## config.mk

```make
export PLATFORM = sky130hd
export DESIGN_NAME = sdram_frame_sched
export DESIGN_NICKNAME = d
export VERILOG_FILES = /design/src/rtl/sdram_frame_sched.sv
export SDC_FILE = /design/constraint.sdc
export NUM_CORES = 1
export LEC_CHECK = 0
export ABC_AREA = 1
export CAP_MARGIN = 20
export CORE_ASPECT_RATIO = 0.75
export CORE_MARGIN = 2
export CORE_UTILIZATION = 40
export DETAILED_ROUTE_END_ITERATION = 7
export GPL_TIMING_DRIVEN = 0
export PLACE_DENSITY_LB_ADDON = 0.12
export SKIP_LAST_GASP = 1
export SYNTH_ARGS = -nofsm -noshare
export SYNTH_HDL_FRONTEND = slang
export SYNTH_SLANG_ARGS = --single-unit
```

## constraint.sdc

```tcl
create_clock -name clk_100 -period 2.1 [get_ports clk_100]
set_input_delay 0.21 -clock clk_100 [delete_from_list [all_inputs] [get_ports clk_100]]
set_output_delay 0.21 -clock clk_100 [all_outputs]
set_load 0.02 [all_outputs]
```

## src/rtl/sdram_frame_sched.sv

```systemverilog
// Frame-buffer scheduler: hands SDRAM frame buffers to the writer and publishes the newest complete frame to the reader.
// Optional frame statistics counter enabled by defining SDRAM_FRAME_SCHED_STATS_EN.
module sdram_frame_sched #(
  parameter int          NUM_BUF    = 3,
  parameter logic [31:0] BUF_BASE   = 32'h0100_0000,
  parameter logic [31:0] BUF_STRIDE = 32'h0040_0000
) (
  input  logic        clk_100,
  input  logic        reset_n,
  input  logic        start_write_image2ddr,
  input  logic        start_frame,
  input  logic        end_frame,
  input  logic        rd_req,
  input  logic        rd_done,
  output logic        wr_en,
  output logic [31:0] wr_addr_buf,
  output logic        rd_grant,
  output logic [31:0] rd_addr_buf,
  output logic        rd_busy,
  output logic        frame_dropped,
  output logic [15:0] drop_count,
  output logic [15:0] frame_count,
  output logic [1:0]  sched_state
);

  localparam int IW = (NUM_BUF > 2) ? 2 : 1;

  localparam logic [1:0] B_FREE    = 2'd0;
  localparam logic [1:0] B_WRITING = 2'd1;
  localparam logic [1:0] B_READY   = 2'd2;
  localparam logic [1:0] B_READING = 2'd3;

  typedef enum logic [1:0] {S_IDLE = 2'd0, S_ARMED = 2'd1, S_WRITING = 2'd2} state_t;

  function automatic logic [31:0] buf_addr(input logic [IW-1:0] idx);
    return BUF_BASE + 32'(idx) * BUF_STRIDE;
  endfunction

  state_t        state_r;
  logic [1:0]    st_r [NUM_BUF];
  logic [IW-1:0] wr_idx_r;
  logic [IW-1:0] rd_idx_r;
  logic          rd_pend_r;

  logic [1:0]    st_s [NUM_BUF];
  logic          ready_found_s, free_found_s, over_found_s;
  logic [IW-1:0] ready_idx_s, free_idx_s, over_idx_s, sel_idx_s;
  logic          grant_s, complete_s, abort_s, do_sel_s, sel_ok_s, overwrite_s, drop_s, release_s;

  // Next buffer status: release, grant, completion/abort, then write-buffer selection on the updated view.
  always_comb begin
    ready_found_s = 1'b0;
    ready_idx_s   = '0;
    for (int i = NUM_BUF - 1; i >= 0; i--) begin
      ready_idx_s   = (st_r[i] == B_READY) ? IW'(i) : ready_idx_s;
      ready_found_s = ready_found_s | (st_r[i] == B_READY);
    end
    grant_s    = rd_pend_r & ready_found_s;
    release_s  = rd_done & rd_busy;
    complete_s = (state_r == S_WRITING) & end_frame;
    abort_s    = (state_r == S_WRITING) & start_frame & ~end_frame;
    do_sel_s   = (state_r != S_IDLE) & start_frame;

    for (int i = 0; i < NUM_BUF; i++) begin
      st_s[i] = st_r[i];
    end
    if (release_s) begin
      st_s[rd_idx_r] = B_FREE;
    end else begin
      st_s[rd_idx_r] = st_s[rd_idx_r];
    end
    if (grant_s) begin
      st_s[ready_idx_s] = B_READING;
    end else begin
      st_s[ready_idx_s] = st_s[ready_idx_s];
    end
    if (complete_s) begin
      for (int i = 0; i < NUM_BUF; i++) begin
        st_s[i] = (st_s[i] == B_READY) ? B_FREE : st_s[i];
      end
      st_s[wr_idx_r] = B_READY;
    end else if (abort_s) begin
      st_s[wr_idx_r] = B_FREE;
    end else begin
      st_s[wr_idx_r] = st_s[wr_idx_r];
    end

    free_found_s = 1'b0;
    free_idx_s   = '0;
    over_found_s = 1'b0;
    over_idx_s   = '0;
    for (int i = NUM_BUF - 1; i >= 0; i--) begin
      free_idx_s   = (st_s[i] == B_FREE) ? IW'(i) : free_idx_s;
      free_found_s = free_found_s | (st_s[i] == B_FREE);
      over_idx_s   = (st_s[i] == B_READY) ? IW'(i) : over_idx_s;
      over_found_s = over_found_s | (st_s[i] == B_READY);
    end
    // With every buffer busy only the READY frame may be sacrificed; the READING one is untouchable.
    sel_idx_s   = free_found_s ? free_idx_s : over_idx_s;
    sel_ok_s    = do_sel_s & (free_found_s | over_found_s);
    overwrite_s = do_sel_s & ~free_found_s & over_found_s;
    drop_s      = abort_s | overwrite_s;
    if (sel_ok_s) begin
      st_s[sel_idx_s] = B_WRITING;
    end else begin
      st_s[sel_idx_s] = st_s[sel_idx_s];
    end
  end

  // Write FSM, buffer status, read handshake and registered outputs.
  always_ff @(posedge clk_100 or negedge reset_n) begin
    if (!reset_n) begin
      state_r       <= S_IDLE;
      sched_state   <= 2'd0;
      wr_idx_r      <= '0;
      rd_idx_r      <= '0;
      rd_pend_r     <= 1'b0;
      wr_en         <= 1'b0;
      wr_addr_buf   <= 32'd0;
      rd_grant      <= 1'b0;
      rd_addr_buf   <= 32'd0;
      rd_busy       <= 1'b0;
      frame_dropped <= 1'b0;
      drop_count    <= 16'd0;
      for (int i = 0; i < NUM_BUF; i++) begin
        st_r[i] <= B_FREE;
      end
    end else begin
      for (int i = 0; i < NUM_BUF; i++) begin
        st_r[i] <= st_s[i];
      end
      rd_grant      <= grant_s;
      frame_dropped <= drop_s;
      if (drop_s && (drop_count != 16'hFFFF)) begin
        drop_count <= drop_count + 16'd1;
      end
      if (grant_s) begin
        rd_addr_buf <= buf_addr(ready_idx_s);
        rd_idx_r    <= ready_idx_s;
        rd_busy     <= 1'b1;
        rd_pend_r   <= 1'b0;
      end else if (release_s) begin
        rd_busy <= 1'b0;
      end else if (rd_req && !rd_busy) begin
        rd_pend_r <= 1'b1;
      end
      case (state_r)
        S_IDLE: begin
          if (start_write_image2ddr) begin
            state_r     <= S_ARMED;
            sched_state <= 2'd1;
          end
        end
        S_ARMED, S_WRITING: begin
          if (sel_ok_s) begin
            state_r     <= S_WRITING;
            sched_state <= 2'd2;
            wr_idx_r    <= sel_idx_s;
            wr_addr_buf <= buf_addr(sel_idx_s);
            wr_en       <= 1'b1;
          end else if (complete_s || abort_s) begin
            state_r     <= S_ARMED;
            sched_state <= 2'd1;
            wr_en       <= 1'b0;
          end
        end
        default: begin
          state_r     <= S_IDLE;
          sched_state <= 2'd0;
          wr_en       <= 1'b0;
        end
      endcase
    end
  end

`ifdef SDRAM_FRAME_SCHED_STATS_EN
  // Completed-frame counter, wraps at 16 bits.
  always_ff @(posedge clk_100 or negedge reset_n) begin
    if (!reset_n) begin
      frame_count <= 16'd0;
    end else if (complete_s) begin
      frame_count <= frame_count + 16'd1;
    end
  end
`else
  assign frame_count = 16'd0;
`endif

endmodule
```

-- After elaboration in Yosys (flattened, before gate mapping)
Index checks and enable logic that the tools add are counted.
- memories: 0
- bits in registers: 97
- bits of input ports: 7
- bits in read-only memories: 0
- word-level logic and storage cells: 149
- memory bits (writable): 0
- output and inout port bits: 102
- latch bits: 0
- bitwise logic cells: 35
- multiply operators: 0
- reductions and logical operators: 20
- div/mod/pow operators: 0
- $add $sub $neg: 3
- shifts and indexed selects: 0
- equality and inequality tests: 15
- multiplexer cells: 54
- order comparisons: 8
- operators by type and width (operator ; count):
    two-way mux 2 bit ; 28
    adder 25 x 24 -> 26 bit (first input constant) ; 2
    two-way mux 6 bit ; 5
    bitwise mux 6 bit ; 4
    == test 2 bit (second input constant) ; 10
    adder 16 x 1 -> 16 bit (second input constant) ; 1
    binary-select mux 2 bit (select 2 bit) ; 4
    demux 2 bit (select 2 bit) ; 4
    != test 16 bit (second input constant) ; 1
    AND 6 bit ; 2
    >= comparator 3 bit (second input constant) ; 4
    less-than comparator 3 x 1 -> 1 bit (second input constant) ; 4
    NOT 2 -> 3 bit ; 4
    NOT 6 bit ; 2
    AND 1 bit ; 9
    logical NOT 2 bit ; 4
    OR 1 bit ; 8
    AND reduction 2 bit ; 4
    two-way mux 1 bit ; 7
    AND 3 bit ; 2
    logical AND 1 bit ; 6
    NOT 3 bit ; 2
    OR 3 bit ; 2
    OR 6 bit ; 1
    10 further kinds ; 15

-- Logic depth before layout (Yosys ltp)
- depth after elaboration: 32
- gate-level depth with buffers: 20
- gate-level depth less buffers: 20

-- Worst setup path after synthesis
No wires, ideal clock.
- path kind: reg2reg
- from: reg state_r[0]
- to: reg drop_count[0]
- buffers on the path: 1
- library setup time: 0.123 ns
- arrival: 2.092 ns
- clock period less this slack: 2.215 ns
- slack: -0.115 ns
- cell stages (with the launch flop): 16
- data required time: 1.977 ns
- cells stage by stage: dfrtp_1 inv_1 ha_1 nand2_1 inv_1 nand3_1 nand2_1 inv_1 nand2_1 nand2_1 nor2_4 nand2_1 o21ai_2 nand2_1 buf_6 xor2_1
- cells in the longest elaborated chain, start to end: 13
- elaborated cells between the ends (all ways): 23
- classes of those cells: 4 x eq/ne; 2 x mux; 12 x bitwise; 5 x reduce/logical
- ends and longest elaborated chain (item ; line ; RTL):
    start: declaration ; 39 ; state_t state_r;
    start signal: assignment ; 113 ; state_r <= S_IDLE;
    start signal: assignment ; 150 ; state_r <= S_ARMED;
    start signal: assignment ; 156 ; state_r <= S_WRITING;
    == test 2 bit ; 60, 61 ;
    AND 1 bit (2 in a row) ; 61 ; abort_s = (state_r == S_WRITING) & start_frame & ~end_frame;
    two-way mux 6 bit ; 82 ; end else if (abort_s) begin
    two-way mux 6 bit ; 77 ; if (complete_s) begin
    logical NOT 2 bit ; 94 ; free_found_s = free_found_s | (st_s[i] == B_FREE);
    OR 1 bit (2 in a row) ; 94 ;
    NOT 1 bit ; 101 ; overwrite_s = do_sel_s & ~free_found_s & over_found_s;
    AND 1 bit (2 in a row) ; 101 ;
    OR 1 bit (*) ; 102 ; drop_s = abort_s | overwrite_s;
    logical AND 1 bit (*) ; 134 ; if (drop_s && (drop_count != 16'hFFFF)) begin
    end signal: assignment ; 135 ; drop_count <= drop_count + 16'd1;
    end: declaration ; 21 ; output logic [15:0] drop_count,
Mark *: on every way between the ends. The rest lies on a longest branch, timed or not.
A chain may end at the register's enable or synchronous reset.

-- Worst setup path after layout
- from: reg rd_idx_r[0]
- to: reg drop_count[8]
- cells in the longest elaborated chain, start to end: 27
- elaborated cells between the ends (all ways): 49
- classes of those cells: 2 x order compare; 6 x eq/ne; 21 x mux; 15 x bitwise; 5 x reduce/logical
- ends and longest elaborated chain (item ; line ; RTL):
    start: declaration ; 42 ; logic [IW-1:0] rd_idx_r;
    start signal: assignment ; 139 ; rd_idx_r <= ready_idx_s;
    NOT 2 -> 3 bit (not written as such) (*) ; 68, 70 ;
    >= comparator 3 bit (not written as such) or less-than comparator 3 x 1 -> 1 bit (tied branches) ; 68, 70 ;
    logical AND 1 bit (not written as such) ; 68, 70 ;
    two-way mux 2 bit (not written as such) ; 68, 70 ;
    demux 2 bit (select 2 bit) ; 68, 70 ;
    NOT 6 bit (no line) ; n/a ;
    AND 6 bit (no line) ; n/a ;
    two-way mux 6 bit (*) ; 67 ; if (release_s) begin
    (+10 left out) ; n/a ;
    two-way mux 6 bit (*) ; 77 ;
    logical NOT 2 bit ; 94 ;
    OR 1 bit (2 in a row) ; 94 ;
    NOT 1 bit ; 101 ;
    AND 1 bit ; 101 ;
    AND 1 bit (*) ; 101 ;
    OR 1 bit (*) ; 102 ;
    logical AND 1 bit (*) ; 134 ;
Mark *: on every way between the ends. The rest lies on a longest branch, timed or not. The select of a mux whose other input is x is not followed.

==> results.toml <==
[floorplanning]
dieHeight_um = 75.3
dieWidth_um = 99.0
design.portCount = 109
start_util_pct = 42.2
core_um2 = 6410
rows = 25
die_area_um2 = 7450

[global_routing]
grt_max_degree = 36
antenna_found_initial = 0
grt_pass1_vias = 2079
grt_usage_pct = 16.2
overflow = 0
grt_pass1_wl_um = 9740

[critical_path]
arrival_ps = 2370
required_ps = 2270
crit_slowest_cell = "dfrtp_2"
critical-path-top-delay-family = "simple AND/OR/NAND/NOR gates"
cp-start-kind = "flip-flop"
critPathCaptureType = "flip-flop"
timing_worst_setup_path_type = "flip-flop to flip-flop"
crit_chain = "buf_6 -> nand2_4 -> o21ai_2 -> nand2_2 -> and2_4 -> nand3_1 -> nand2_1 -> inv_2 -> nand3_2 -> nand2_4 -> nor2_4 -> nand2_2 -> o21ai_4 -> nand2_4 -> buf_2 -> nand2_1 -> nand2_1"
cp_slowest_stage_delay_ps = 470
critical_path_buf_inv_count = 3
path_max_fanout = 6

[detailed_routing]
route.vias.total = 2525
dr.pass1.iters = 4
wl_um = 6690
met2_length_um = 2950
ant_nets = 0
drtIter0Drc = 129
wl_met3_um = 532
drcViolationCount = 0
drt-wirelength-per-cell_um = 11.4
top_layer_used = "met4"
viasPerCell = 4.32
met1_length_um = 3160

[synthesis]
synth_top_area_share_pct = 32.3
synth-edff-count = 0
async_reset_ff_share_pct = 100
yosys_warnings = 0
synth_adder_area_share_pct = 1.85
synthXorXnorAreaFrac_pct = 4.85
yosysSeqAreaShare_pct = 32.3
synth.avg_cell_area_um2 = 7.40
synth_common_cells = "nand2_1, buf_4, dfrtp_1, inv_1, nand3_1"
synth.distinct_cells = 32
synth_most_common_cell = "nand2_1"
yosys.area.top_type = "dfrtp_1"
netlist_area_um2 = 2710
yosys_most_used_dff = "dfrtp_1"
ys_seq_elements = 35
syn-instance-count = 366
synth_compound_area_share_pct = 7.62
synth-simple-area-share_pct = 26.8
synth.area.mux_share_pct = 0
ys_top_cells_by_area = "dfrtp_1, buf_4, nand2_1"
synth_top_family_by_area = "simple AND/OR/NAND/NOR gates"

[placement]
place.gp.congestion = 0.828
dpl.hpwl_um = 4650
port_buffers = 34
place_inst = 554

[finish]
utilization_pct = 61.7
syn2layout_area_growth_pct = 46.1
nets = 513
drive_above_1_share_pct = 38.2
stdcell_count = 584
antenna_cells = 0

[power_and_ir_drop]
p_leak_nw = 2.13
power_density_nw_per_um2 = 1160
ir_drop_v = 0.000598

[sta]
slew_headroom_pct = 47.9
rsz0062_at_grt = "true"
hold_slack_ps = 9.80
worstMarginPinSlew_ps = 782
fin_worst_skew_ps = 8.32
hold_viol_final = 0
maxClockFrequency_ghz = 0.455
period_needed_ps = 2200
slew_viol_final = 0
fin_ws_ps = -99.8
fin_crit_sh_pct = 105
finalSetupViolCount = 21

[clock_network]
clkLatencyLatePin_ps = 280
cts_buffers = 5
clk_pin_slew_ps = 70
tritoncts = "built"
cts_sinks = 35
clockBufferDepth = 2
cts_root_buf = "clkbuf_8"
htree_levels = 2

[status]
violations = "setup timing"
status = "finished with violations"

[job]
cap_viol_max_count = 0

[worst_hold_path]
hp-class = "primary input to async pin"
## layout make-up
cell class	instances	area (um2)
Buffer	78	591
Clock buffer	8	100
Fill cell	577	2460
Inverter	36	145
Multi-Input combinational cell	290	1610
Sequential cell	35	881
Tap cell	81	101
Timing Repair Buffer	56	524
## final timing paths
kind | cells after the start | slack, ps | to | start
hold / removal | 1 | 10 | drop_count[13] | reset_n
setup / recovery | 17 | -100 | drop_count[8] | rd_idx_r[0]
max in group asynchronous | 1 | 1530 | state_r[0] | reset_n
hold reg to reg | 1 | 470 | wr_addr_buf[24] | wr_addr_buf[24]
setup reg to reg | 17 | -100 | drop_count[8] | rd_idx_r[0]
min in group clk_100 | 1 | 470 | wr_addr_buf[24] | wr_addr_buf[24]
## cell usage in the layout (no fill, tap or decap), drive strengths merged, types with 5 or more instances in the layout
cell type / synthesis / routed
a21oi: 5 / 5
buf: 77 / 100
clkbuf: 1 / 9
clkdlybuf4s50: 0 / 33
conb: 1 / 74
dfrtp: 35 / 35
inv: 36 / 36
nand2: 100 / 100
nand3: 29 / 29
nand4: 5 / 5
nor2: 17 / 17
nor3: 6 / 6
o21ai: 24 / 24
xnor2: 8 / 8
xor2: 7 / 7
## sequential cells by signal (all words and copies together), names as in the netlist
| signal | cells |
|---|---|
| wr_addr_buf | 2 |
| rd_busy | 1 |
| drop_count | 16 |
| wr_idx_r | 1 |
| frame_dropped | 1 |
| rd_grant | 1 |
| rd_addr_buf | 2 |
| st_r | 6 |
| state_r | 2 |
| wr_en | 1 |
| rd_pend_r | 1 |
| rd_idx_r | 1 |
## cells by family (layout without fill, tap and decap cells)
logic type                 after synthesis  count (layout)
DFF                                     35              35
buffers and inverters                  114             178
AOI/OAI and AO/OA                       34              34
other                                    1              74
adders and majority gates                4               4
and+or+nand+nor                        163             163
xor gates and xnor gates                15              15
## worst register-to-register path, cell delays in order, from the launching register on
cell and delay, ps:
dfrtp_2 470, buf_6 140, nand2_4 60, o21ai_2 50, nand2_2 70, and2_4 140
nand3_1 60, nand2_1 90, inv_2 60, nand3_2 90, nand2_4 60, nor2_4 110
nand2_2 90, o21ai_4 210, nand2_4 110, buf_2 180, nand2_1 60, nand2_1 50
## metrics by stage
step | total power, mW | cell area [um2] | worst slack, ps | setup TNS [ps]
floorplan | 2.55 | 2990 | 16.9 | 0
global placement | 3.05 | 3430 | -299 | -6620
detailed placement | 3.09 | 3420 | -352 | -7680
CTS | 4.00 | 3730 | -37.6 | -181
global route | 4.90 | 3960 | -230 | -5120
finish | 4.58 | 3960 | -99.8 | -1280
## routing by layer
layer	global-route usage, %	vias up
met5	0	-
met1	24.5	1129
met4	2.89	0
met3	3.53	4
li1	-	1279
met2	24.2	113
## where the power goes
group / total, mW / switching [mW] / internal, mW
clock network: 0.529 / 0.229 / 0.299
logic: 3.01 / 1.76 / 1.26
registers: 1.04 / 0.180 / 0.861
## what timing repair did
item,CTS,global route
endpoints found under the hold margin,0,0
pin swaps,11,19
setup buffers,12,8
setup endpoints to repair,29,29
gates cloned,1,1
gates resized for setup,37,58
hold buffers,0,0
No activity file was read; power rests on OpenSTA's default activity.
